==> src/rtl/p4bd_serializer.sv <==
// p4bd_serializer
// Parallel-to-serial stage: takes a WIDTH-bit word on a valid/ready port and
// sends it one bit at a time over a 4-phase bundled-data channel
// (out_req/out_ack/out_data). out_ack is asynchronous and is only ever looked
// at through a SYNC_STAGES flop synchronizer (ack_s).
module p4bd_serializer #(
    parameter int WIDTH       = 13,
    parameter int SYNC_STAGES = 2,
    parameter bit LSB_FIRST   = 1'b1
) (
    input  logic             clk,
    input  logic             reset,
    input  logic [WIDTH-1:0] in_data,
    input  logic             in_valid,
    output logic             in_ready,
    output logic             out_data,
    output logic             out_req,
    input  logic             out_ack,
    output logic             busy,
    output logic             word_done
);

    localparam int CW = (WIDTH > 1) ? $clog2(WIDTH) : 1;

    typedef enum logic [1:0] {
        ST_IDLE    = 2'd0,
        ST_SETUP   = 2'd1,
        ST_REQ_HI  = 2'd2,
        ST_WAIT_LO = 2'd3
    } state_e;

    state_e                 state_q, state_d;
    logic [WIDTH-1:0]       shift_q, shift_d;
    logic [CW-1:0]          cnt_q, cnt_d;
    logic                   data_q, data_d;
    logic                   req_q, req_d;
    logic                   ready_q, ready_d;
    logic                   busy_q, busy_d;
    logic                   done_q, done_d;
    logic [SYNC_STAGES-1:0] sync_q;
    logic                   ack_s;

    // Bit that goes on the wire first for a given shift-register content.
    function automatic logic lead_bit(input logic [WIDTH-1:0] w);
        if (LSB_FIRST) begin
            return w[0];
        end else begin
            return w[WIDTH-1];
        end
    endfunction

    // Discard the bit just sent, bringing the next one to the lead position.
    function automatic logic [WIDTH-1:0] shift_word(input logic [WIDTH-1:0] w);
        if (LSB_FIRST) begin
            return {1'b0, w[WIDTH-1:1]};
        end else begin
            return {w[WIDTH-2:0], 1'b0};
        end
    endfunction

    // Synchronizer chain for the asynchronous acknowledge.
    always_ff @(posedge clk) begin
        if (reset) begin
            sync_q <= '0;
        end else begin
            sync_q <= {sync_q[SYNC_STAGES-2:0], out_ack};
        end
    end

    assign ack_s = sync_q[SYNC_STAGES-1];

    // Next-state and next-output logic; out_data only moves on entry to SETUP
    // (or at accept), where both req and the synchronized ack are low.
    always_comb begin
        state_d = state_q;
        shift_d = shift_q;
        cnt_d   = cnt_q;
        data_d  = data_q;
        done_d  = 1'b0;
        case (state_q)
            ST_IDLE: begin
                if (in_valid && ready_q) begin
                    state_d = ST_SETUP;
                    shift_d = in_data;
                    cnt_d   = CW'(WIDTH - 1);
                    data_d  = lead_bit(in_data);
                end else begin
                    state_d = ST_IDLE;
                end
            end
            ST_SETUP: begin
                // Hold off the request until a stale high ack has drained.
                if (!ack_s) begin
                    state_d = ST_REQ_HI;
                end else begin
                    state_d = ST_SETUP;
                end
            end
            ST_REQ_HI: begin
                if (ack_s) begin
                    state_d = ST_WAIT_LO;
                end else begin
                    state_d = ST_REQ_HI;
                end
            end
            ST_WAIT_LO: begin
                if (!ack_s) begin
                    if (cnt_q != '0) begin
                        state_d = ST_SETUP;
                        shift_d = shift_word(shift_q);
                        cnt_d   = cnt_q - 1'b1;
                        data_d  = lead_bit(shift_word(shift_q));
                    end else begin
                        state_d = ST_IDLE;
                        done_d  = 1'b1;
                    end
                end else begin
                    state_d = ST_WAIT_LO;
                end
            end
            default: begin
                state_d = ST_IDLE;
            end
        endcase
        req_d   = (state_d == ST_REQ_HI);
        ready_d = (state_d == ST_IDLE);
        busy_d  = (state_d != ST_IDLE);
    end

    // State and registered-output flops; reset drops any word in flight.
    always_ff @(posedge clk) begin
        if (reset) begin
            state_q <= ST_IDLE;
            shift_q <= '0;
            cnt_q   <= '0;
            data_q  <= 1'b0;
            req_q   <= 1'b0;
            ready_q <= 1'b0;
            busy_q  <= 1'b0;
            done_q  <= 1'b0;
        end else begin
            state_q <= state_d;
            shift_q <= shift_d;
            cnt_q   <= cnt_d;
            data_q  <= data_d;
            req_q   <= req_d;
            ready_q <= ready_d;
            busy_q  <= busy_d;
            done_q  <= done_d;
        end
    end

    assign in_ready  = ready_q;
    assign out_data  = data_q;
    assign out_req   = req_q;
    assign busy      = busy_q;
    assign word_done = done_q;

endmodule

==> config.mk <==
export PLATFORM = sky130hd
export DESIGN_NAME = p4bd_serializer
export DESIGN_NICKNAME = d
export VERILOG_FILES = /design/src/rtl/p4bd_serializer.sv
export SDC_FILE = /design/constraint.sdc
export NUM_CORES = 1
export LEC_CHECK = 0
export CAP_MARGIN = 10
export CORE_MARGIN = 3
export CORE_UTILIZATION = 45
export CTS_CLUSTER_SIZE = 10
export DETAILED_ROUTE_END_ITERATION = 12
export PLACE_DENSITY = 0.77
export SLEW_MARGIN = 40
export SYNTH_ARGS = -nofsm -noshare
export SYNTH_HDL_FRONTEND = slang
export SYNTH_SLANG_ARGS = --single-unit
==> constraint.sdc <==
create_clock -name clk -period 2 [get_ports clk]
set_clock_uncertainty 0.15 [all_clocks]
set_input_delay 0.3 -clock clk [delete_from_list [all_inputs] [get_ports clk]]
set_output_delay 0.3 -clock clk [all_outputs]
set_load 0.05 [all_outputs]
==> Word level (Yosys, flattened, before mapping) <==
Cells that the tools add are included.
{ "totals": {"ff_bits": 26, "latchBits": 0, "ram_bits": 0, "rom_bits": 0, "inputBits": 17, "out_inout_bits": 5, "wordCells": 45, "n_memories": 0} }
{ "classes": {"addsub": 1, "n_mul": 0, "div_mod_pow": 0, "order_cmp": 0, "n_eq_ne": 7, "shift": 0, "n_mux": 19, "n_bitwise": 1, "reduce_logical": 8} }
{ "ops": {"columns": ["cell", "n"], "rows": [
  ["two-way mux 13 bit", 3],
  ["case mux 13 bit (2 select lines)", 1],
  ["two-way mux 4 bit", 3],
  ["case mux 2 bit (4 select lines)", 1],
  ["case mux 4 bit (2 select lines)", 1],
  ["two-way mux 1 bit", 7],
  ["== test 2 bit, second input constant", 3],
  ["inequality test 2 bit, second input constant", 3],
  ["logical NOT 2 bit", 2],
  ["two-way mux 2 bit", 2],
  ["AND reduction 4 bit", 1],
  ["nonzero test 2 bit", 2],
  ["nonzero test 4 bit", 1],
  ["subtractor 4 x 1 -> 4 bit, second input constant", 1],
  ["OR reduction 3 bit", 1],
  ["== test 2 x 1 -> 1 bit, second input constant", 1],
  ["case mux 1 bit (2 select lines)", 1],
  ["logical AND 1 bit", 1],
  ["NOT 1 bit", 1]
]} }

==> Longest topological paths before layout <==
Gate-level depths: netlist of the first run.
{ "logic_depth": {"ltp_word": 5, "mapped_depth": 7, "depth_no_buf": 6} }

==> Worst setup path after synthesis of the first run <==
Ideal clock, no wire load.
{ "synth_timing": {"path_type": "register to register", "start": "reg cnt_q[0]", "end": "reg cnt_q[0]", "setup_time_ns": 0.116, "arrival_time_ns": 1.380, "required_time_ns": 1.734, "setup_slack_ns": 0.354, "stages_incl_launch_ff": 8, "path_buffers": 1, "synth_period_minus_slack_ns": 1.646, "cell_sequence": "dfxtp_1 inv_1 ha_1 nor3b_4 o21ai_4 buf_12 nand3_1 o211a_1"} }
{ "synth_between": {"elab_chain_cells": 4, "elab_cells_between_ends": 7, "classes_between": "add/sub (1); eq/ne (1); mux (3); reduce/logical (2)"} }
{ "synth_lines": {"columns": ["item", "line", "source"], "rows": [
  ["from (decl)", "34", "logic [CW-1:0] cnt_q, cnt_d;"],
  ["from (signal assigned)", "144", "cnt_q <= cnt_d;"],
  ["subtractor 4 x 1 -> 4 bit", "111", "cnt_d = cnt_q - 1'b1;"],
  ["two-way mux 4 bit", "108", "if (cnt_q != '0) begin"],
  ["two-way mux 4 bit", "107", "if (!ack_s) begin"],
  ["case mux 4 bit (2 select lines)", "80", "case (state_q)"]
]} }
Parallel ways exist; a longest one is shown, timed or not. The select of a mux whose other input is x is not followed.
A chain may end at the register's enable or synchronous reset.

==> Worst setup path in the final report of the first run <==
{ "layout_timing": {"start": "reg done_q (netlist: word_done)", "end": "out word_done"} }
{ "layout_lines": {"columns": ["item", "line", "source"], "rows": [
  ["from (decl)", "39", "logic done_q, done_d;"],
  ["from (signal assigned)", "149", "done_q <= done_d;"],
  ["to (decl)", "20", "output logic word_done"]
]} }
No word-level cell between the ends.

==> impl_results.rst, run 1 <==
.. list-table::
   :header-rows: 1

   * - Metric
     - Value
   * - Slowest CP cell
     - sky130_fd_sc_hd__clkdlybuf4s50_1
   * - Detailed-routing iteration count for the pre-antenna-repair pass
     - 4
   * - Total global-route track usage
     - 0.162
   * - Time the worst path needs with I/O delays and setup
     - 1.91 ns
   * - Outcome
     - finished clean
   * - CTS Sinks
     - 25
   * - Sequential power share
     - 0.420
   * - Transition time of the tightest slew-check pin
     - 0.511 ns
   * - Post-DR vias/cell
     - 5.60
   * - Post-synth net total
     - 151
   * - Clock transition at path regs
     - 0.14 ns
   * - Number of I/O port buffers
     - 21
   * - Number of antenna violations at the first check in global routing
     - 0
   * - Number of buffers on the longest clock path
     - 2
   * - Sequential element share of the synthesized area
     - 0.398
   * - Netlist cell types
     - 34
   * - Clock tree root buffer cell
     - sky130_fd_sc_hd__clkbuf_4
   * - Die extent in x
     - 58.9 um
   * - Final instance area
     - 0.00152 sq mm
   * - Die area
     - 0.00347 sq mm
   * - Min-Delay Path Class
     - flip-flop to flip-flop
   * - Family of cells with the greatest summed delay on the critical path
     - buffers and inverters
   * - Wire length of the first global-routing pass
     - 4370 um
   * - Most frequently used flop master after synthesis
     - sky130_fd_sc_hd__dfxtp_1
   * - Weighted congestion reported at the end of routability-driven placement
     - 0.776
   * - Sequential cell area in the final layout
     - 500 sq um
   * - Worst path buffer plus inverter count
     - 1
   * - Clk network pwr share
     - 0.124
   * - Worst IR drop on VDD
     - 0.000941 V
   * - DRC violation count after routing
     - 0
   * - Fill count
     - 231
   * - Number of buffers created by CTS
     - 3
   * - F_max
     - 525 MHz
   * - Routed vias
     - 1019
   * - Startpoint of the worst-slack reg-to-reg timing path
     - cnt_q[0]$_SDFFE_PP0P_
   * - Number of storage elements in the synthesis netlist
     - 25
   * - Switching share of power
     - 0.396
   * - Instance count of the mapped netlist
     - 132
   * - Vias in the first global route
     - 944
   * - Wire length reported by the detailed router
     - 2530 um
   * - Count of maximum capacitance violations
     - 0
   * - Kind of end point of the critical path
     - output port
   * - Number of flops mapped to enable cells by yosys
     - 0
   * - Worst Min Path Start
     - sync_q[0]$_SDFF_PP0_
   * - Maximum fanout encountered on the critical timing path
     - 1
   * - CP arrival
     - 1.46 ns
   * - Sum Neg Setup Slack
     - 0 ns
   * - Number of DRC violations after detailed-routing iteration 0
     - 17
   * - Unrepaired setup endpoints after global routing
     - no
   * - Number of rows created at floorplan
     - 18
   * - Residual overflow from global routing
     - 0
   * - Net Switching
     - 0.732 mW
   * - Number of antenna repair diodes
     - 0
   * - Endpoints failing hold
     - 0
   * - Final setup violation count
     - 0
   * - Total power density per cell area
     - 1220 mW/mm^2
   * - Average wire per standard cell
     - 13.9 um
   * - Worst setup startpoint
     - word_done$_SDFF_PP0_
   * - Internal Dissipation
     - 1.12 mW
   * - Skew-Pair Late Insertion Delay
     - 0.32 ns
   * - Worst relative slew slack
     - 0.659
   * - Mapped cell area
     - 0.00126 sq mm
   * - Ordered list of cells on the worst path
     - clkdlybuf4s50_1
   * - CTS tree
     - built
   * - Core box area
     - 0.00257 sq mm
   * - HPWL reported at the end of detailed placement
     - 1820 um
   * - Final count of pins violating max slew
     - 0
   * - Proportion of power drawn by combinational gates
     - 0.455
   * - Path type of the worst setup path
     - flip-flop to output port
   * - Yosys warning total
     - 0
   * - Leakage power summed over all cells
     - 0.553 nW
   * - Async set or reset register ratio after synthesis
     - 0
   * - Mean Syn Cell Area
     - 9.54 sq um
   * - Footprint of the multi-input gates
     - 667 sq um
   * - IO Count
     - 22
   * - Antenna viol nets, final
     - 0
   * - Y dimension of the die
     - 58.9 um
   * - Total number of nets in the final design
     - 172
   * - Element type at the critical path start
     - flip-flop
   * - Area Growth Syn to Fin
     - 20.9%
   * - Maximum number of pins on one net before global-route repair
     - 16
   * - Layout cell share with drive strength beyond 1
     - 0.197
   * - Post-route fraction of the period consumed by the critical path
     - 0.953
   * - Worst EP required
     - 1.55 ns
   * - Critical path's largest stage delay
     - 0.79 ns
   * - H-tree lvl count
     - 1
   * - Starting utilization of the core area
     - 0.490
   * - Total placed instance area
     - 0.00148 sq mm
==> flip-flops by register name, indices dropped and copies added (netlist names) <==
| name | cells |
|---|---|
| shift_q | 13 |
| cnt_q | 4 |
| state_q | 2 |
| sync_q | 2 |
| busy | 1 |
| in_ready | 1 |
| out_req | 1 |
| word_done | 1 |
==> worst register-to-register path, stage by stage, from the launching register on <==
cell	delay [ns]
sky130_fd_sc_hd__dfxtp_1	0.40
sky130_fd_sc_hd__inv_1	0.08
sky130_fd_sc_hd__ha_1	0.23
sky130_fd_sc_hd__nor3b_4	0.18
sky130_fd_sc_hd__o21ai_4	0.22
sky130_fd_sc_hd__buf_4	0.20
sky130_fd_sc_hd__a21oi_1	0.06
sky130_fd_sc_hd__a211oi_1	0.23
==> layer usage <==
layer / up-vias / global-route usage / part of all wire
li1: 516 / - / -
met4: 0 / 0.0680 / 0.011
met3: 4 / 0.0241 / 0.031
met2: 17 / 0.251 / 0.48
met1: 482 / 0.225 / 0.48
met5: - / 0 / 0
==> layout make-up <==
cell class | instances | area share
inverter | 5 | 0.0123
tap | 30 | 0.0247
timing repair buffer | 27 | 0.176
clock inverter | 1 | 0.00493
clock buffer | 3 | 0.0148
multi-input combinational | 91 | 0.438
sequential | 25 | 0.329
==> kinds of logic (layout without fill, tap and decap cells) <==
family          after synthesis  after routing  share of synthesized area
simple gates                 38             38                      0.195
flops                        25             25                      0.398
fa+ha+maj                     2              2                     0.0199
buf+inv                      16             36                     0.0765
xor+xnor                      2              2                     0.0139
compound gates               47             47                      0.281
mux                           2              2                     0.0159
==> layout by cell type (no fill, tap or decap) <==
master                            synthesis  routed
sky130_fd_sc_hd__a32o_1                   1       1
sky130_fd_sc_hd__nor3b_4                  1       1
sky130_fd_sc_hd__o31a_1                   2       2
sky130_fd_sc_hd__dlymetal6s2s_1           0       1
sky130_fd_sc_hd__buf_12                   1       1
sky130_fd_sc_hd__inv_1                    5       5
sky130_fd_sc_hd__dfxtp_1                 25      25
sky130_fd_sc_hd__and3b_1                  1       1
sky130_fd_sc_hd__or3_1                   12      12
sky130_fd_sc_hd__a21boi_0                 1       1
sky130_fd_sc_hd__ha_1                     2       2
sky130_fd_sc_hd__a211oi_2                 6       7
sky130_fd_sc_hd__nand3_1                  1       1
sky130_fd_sc_hd__nor3_1                   4       4
sky130_fd_sc_hd__a211oi_1                 7       6
sky130_fd_sc_hd__xnor2_1                  2       2
sky130_fd_sc_hd__o21ai_0                 12      12
sky130_fd_sc_hd__nand2_2                  2       2
sky130_fd_sc_hd__a21oi_1                  9       9
sky130_fd_sc_hd__clkbuf_4                 0       3
sky130_fd_sc_hd__clkinvlp_4               0       1
sky130_fd_sc_hd__o21a_1                   1       1
sky130_fd_sc_hd__nor2b_1                  3       3
sky130_fd_sc_hd__clkdlybuf4s50_1          0      19
sky130_fd_sc_hd__a21oi_2                  6       6
sky130_fd_sc_hd__nor4_1                   2       2
sky130_fd_sc_hd__o211a_1                  1       1
sky130_fd_sc_hd__nor2_1                   7       7
sky130_fd_sc_hd__nand2_1                  3       3
sky130_fd_sc_hd__o21ai_4                  1       1
sky130_fd_sc_hd__buf_4                    3       6
sky130_fd_sc_hd__mux2i_1                  2       2
sky130_fd_sc_hd__and2_4                   1       1
sky130_fd_sc_hd__nand4bb_4                1       1
==> path summary, 6_finish.rpt <==
check / endpoint / slack (ns) / depth (start not counted)
max: word_done / 0.09 / 1
min: sync_q[1]$_SDFF_PP0_ / 0.30 / 1
max reg2reg: shift_q[0]$_SDFFE_PP0P_ / 0.17 / 7
min reg2reg: sync_q[1]$_SDFF_PP0_ / 0.30 / 1
==> timing repair <==
item                       4_1_cts  5_1_grt
hold endpoints to repair         0        0
resized for setup                0        2
hold buffers                     0        0
buffers inserted                 0        1
setup endpoints to repair        0        6
==> stage by stage <==
step                      hold slack [ns]   util  setup WS [ns]  power [mW]  instances
final                               0.301  0.593         0.0938        1.85        182
after floorplan                     0.264      -          0.354        1.45        132
after CTS                           0.305  0.587         0.0420        1.85        181
after global routing                0.320  0.593         0.0103        1.98        182
after detailed placement            0.272  0.575         0.0761        1.61        177
after global placement              0.277  0.575          0.182        1.58        177
==> synth_stat cells, types with 3 or more instances <==
library cell               instances  area share
sky130_fd_sc_hd__a21oi_2           6       0.042
sky130_fd_sc_hd__or3_1            12       0.060
sky130_fd_sc_hd__buf_4             3       0.018
sky130_fd_sc_hd__dfxtp_1          25        0.40
sky130_fd_sc_hd__o21ai_0          12       0.048
sky130_fd_sc_hd__clkbuf_1          4       0.012
sky130_fd_sc_hd__a211oi_1          7       0.042
sky130_fd_sc_hd__nor3_1            4       0.016
sky130_fd_sc_hd__nand2_1           3      0.0089
sky130_fd_sc_hd__nor2b_1           3       0.015
sky130_fd_sc_hd__nor2_1            7       0.021
sky130_fd_sc_hd__inv_1             5       0.015
sky130_fd_sc_hd__a211oi_2          6       0.060
sky130_fd_sc_hd__a21oi_1           9       0.036
==> power by group through the flow <==
stage,Combinational [mW],Clock (mW),Sequential (mW)
after floorplan,0.589,0,0.860
after global placement,0.802,0,0.780
after detailed placement,0.826,0,0.788
after CTS,0.830,0.240,0.776
after global routing,0.930,0.252,0.799
final,0.843,0.230,0.778
Note: power is estimated with default switching activity, not from simulation.
==> run 2: changes to the inputs <==
==> constraint.sdc (replaced) <==
create_clock -name clk -period 2 [get_ports clk]
set_clock_uncertainty 0.15 [all_clocks]
set_input_delay 0.3 -clock clk [delete_from_list [all_inputs] [get_ports clk]]
set_output_delay 0.3 -clock clk [all_outputs]
set_load 0.005 [all_outputs]
==> run 2 against run 1 <==
Register-to-register slack worse by 0.04 ns. Via count down 0.88%. Global-route usage is 0.48 points higher. Critical endpoint is now shift_q[1]$_SDFFE_PP0P_. Die area is the same. Largest cell class unchanged. Sequential cell count unchanged.
==> impl_results.rst, run 2 (synthesized netlist as in run 1, its figures left out) <==
.. list-table::
   :header-rows: 1

   * - Metric
     - Value
   * - Layout cell share with drive strength beyond 1
     - 0.191
   * - DP Worst Slack
     - 0.0890 ns
   * - DRC violation count after routing
     - 0
   * - Max layer used
     - met4
   * - Leakage power summed over all cells
     - 0.534 nW
   * - Die extent in x
     - 58.9 um
   * - Worst Min Path Start
     - sync_q[0]$_SDFF_PP0_
   * - Startpoint of the worst-slack reg-to-reg timing path
     - cnt_q[1]$_SDFFE_PP0P_
   * - IO Count
     - 22
   * - Hold-critical path depth
     - 1
   * - CTS Hold Buffers Added
     - 0
   * - Number of rows created at floorplan
     - 18
   * - WL met2
     - 1190 um
   * - Core box area
     - 0.00257 sq mm
   * - Die area
     - 0.00347 sq mm
   * - Weighted congestion reported at the end of routability-driven placement
     - 0.772
   * - CP arrival
     - 1.96 ns
   * - Core utilization of the finished layout
     - 0.591
   * - Register-to-Register Setup Slack
     - 0.13 ns
   * - CTS Sinks
     - 25
   * - Post-route fraction of the period consumed by the critical path
     - 0.935
   * - Maximum number of pins on one net before global-route repair
     - 16
   * - Sum Neg Setup Slack
     - 0 ns
   * - Number of DRC violations after detailed-routing iteration 0
     - 20
   * - Wire length of the first global-routing pass
     - 4540 um
   * - Vias in the first global route
     - 1004
   * - Worst Slack Setup Final
     - 0.130 ns
   * - Outcome
     - finished clean
   * - Routed vias
     - 1010
   * - Time the worst path needs with I/O delays and setup
     - 1.87 ns
   * - End of the worst register-to-register path
     - shift_q[1]$_SDFFE_PP0P_
   * - Worst relative slew slack
     - 0.698
   * - Skew-Pair Late Insertion Delay
     - 0.32 ns
   * - Detailed route wirelength on metal3
     - 93 um
   * - Detailed-routing iteration count for the pre-antenna-repair pass
     - 4
   * - Final setup violation count
     - 0
   * - Clock transition at path regs
     - 0.15 ns
   * - CTS tree
     - built
   * - Flip-flop count of the largest register after layout
     - 13
   * - Maximum fanout encountered on the critical timing path
     - 8
   * - Element type at the critical path start
     - flip-flop
   * - Worst EP required
     - 2.09 ns
   * - Number of cells on the worst reg-to-reg path
     - 7
   * - Residual overflow from global routing
     - 0
   * - Area Growth Syn to Fin
     - 20.6%
   * - Leading cell types in the layout, fill and taps excluded
     - sky130_fd_sc_hd__dfxtp_1, sky130_fd_sc_hd__clkdlybuf4s50_1, sky130_fd_sc_hd__or3_1, sky130_fd_sc_hd__o21ai_0, sky130_fd_sc_hd__a21oi_1
   * - Path type of the worst setup path
     - flip-flop to flip-flop
   * - Worst hold-check slack
     - 0.309 ns
   * - Starting utilization of the core area
     - 0.490
   * - Wire length reported by the detailed router
     - 2520 um
   * - Number of antenna repair diodes
     - 0
   * - Transition time of the tightest slew-check pin
     - 0.452 ns
   * - Worst Hold Endpoint
     - sync_q[1]$_SDFF_PP0_
   * - Y dimension of the die
     - 58.9 um
   * - Total number of nets in the final design
     - 172
   * - Overall Power
     - 1.72 mW
   * - Number of I/O port buffers
     - 21
   * - F_max
     - 535 MHz
   * - Count of maximum capacitance violations
     - 0
   * - Registers with the most flip-flops
     - shift_q: 13 flops, cnt_q: 4 flops
   * - Worst setup startpoint
     - cnt_q[1]$_SDFFE_PP0P_
   * - Total global-route track usage
     - 0.167
   * - H-tree lvl count
     - 1
   * - Number of antenna violations at the first check in global routing
     - 0
   * - Largest register by flop count
     - shift_q
   * - Total power density per cell area
     - 1140 mW/mm^2
   * - Clock tree root buffer cell
     - sky130_fd_sc_hd__clkbuf_4
   * - Number of buffers on the longest clock path
     - 2
   * - Unrepaired setup endpoints after global routing
     - no
   * - Kind of end point of the critical path
     - flip-flop
   * - Min-Delay Path Class
     - flip-flop to flip-flop
   * - Antenna viol nets, final
     - 0
   * - Average wire per standard cell
     - 13.8 um
   * - Final count of pins violating max slew
     - 0
   * - Worst IR drop on VDD
     - 0.000678 V
   * - Number of buffers created by CTS
     - 3
   * - HPWL reported at the end of detailed placement
     - 1840 um
   * - Post-DR vias/cell
     - 5.55
   * - Leading cell type in the layout, fill and taps excluded
     - sky130_fd_sc_hd__dfxtp_1
   * - Endpoints failing hold
     - 0
   * - M1 WL
     - 1190 um
==> run 2: layout make-up <==
| class | count | area (sq um) |
|---|---|---|
| Fill cell | 231 | 1050 |
| Timing Repair Buffer | 27 | 268 |
| Tap cell | 30 | 37.5 |
| Clock buffer | 3 | 22.5 |
| Inverter | 5 | 18.8 |
| Clock inverter | 1 | 7.51 |
| Multi-Input combinational cell | 91 | 662 |
| Sequential cell | 25 | 502 |
==> run 2: what timing repair did <==
item                       4_1_cts  5_1_grt
buffers inserted                 0        1
setup endpoints to repair        0        4
resized for setup                0        1
==> run 2: metal layers <==
layer | global-route usage | vias to the layer above
li1 | - | 514
met1 | 0.229 | 476
met2 | 0.265 | 16
met3 | 0.0219 | 4
met4 | 0.0680 | 0
met5 | 0 | -
==> run 2: critical path: stages, from the launching register on <==
cell and delay [ns]:
sky130_fd_sc_hd__dfxtp_1 0.39, sky130_fd_sc_hd__inv_1 0.07, sky130_fd_sc_hd__ha_1 0.21, sky130_fd_sc_hd__nor3b_4 0.18, sky130_fd_sc_hd__o21ai_4 0.23, sky130_fd_sc_hd__buf_4 0.20
sky130_fd_sc_hd__a21oi_1 0.08, sky130_fd_sc_hd__a211oi_1 0.27
==> run 2: through the flow <==
stage | cell area (sq um) | instances
6_report | 1520 | 182
5_1_grt | 1520 | 182
4_1_cts | 1510 | 181
3_5_place_dp | 1480 | 177
3_3_place_gp | 1480 | 177
2_1_floorplan | 1260 | 132
==> run 2: how the worst max path moves through the flow <==
stage                                   end  slack, ns  cells past startpoint
floorplan             cnt_q[0]$_SDFFE_PP0P_       0.35                      7
global placement    shift_q[3]$_SDFFE_PP0P_       0.18                      6
detailed placement  shift_q[1]$_SDFFE_PP0P_       0.09                      6
CTS                 shift_q[1]$_SDFFE_PP0P_       0.05                      7
global route        shift_q[1]$_SDFFE_PP0P_      0.009                      7
finish              shift_q[1]$_SDFFE_PP0P_       0.13                      7
==> run 2: where the power goes <==
part | switching [mW] | leakage, nW | internal (mW) | total (mW)
combinational | 0.314 | 0.315 | 0.397 | 0.711
sequential | 0.131 | 0.205 | 0.647 | 0.778
clock | 0.159 | 0.0139 | 0.0764 | 0.235
total | 0.604 | 0.534 | 1.12 | 1.72
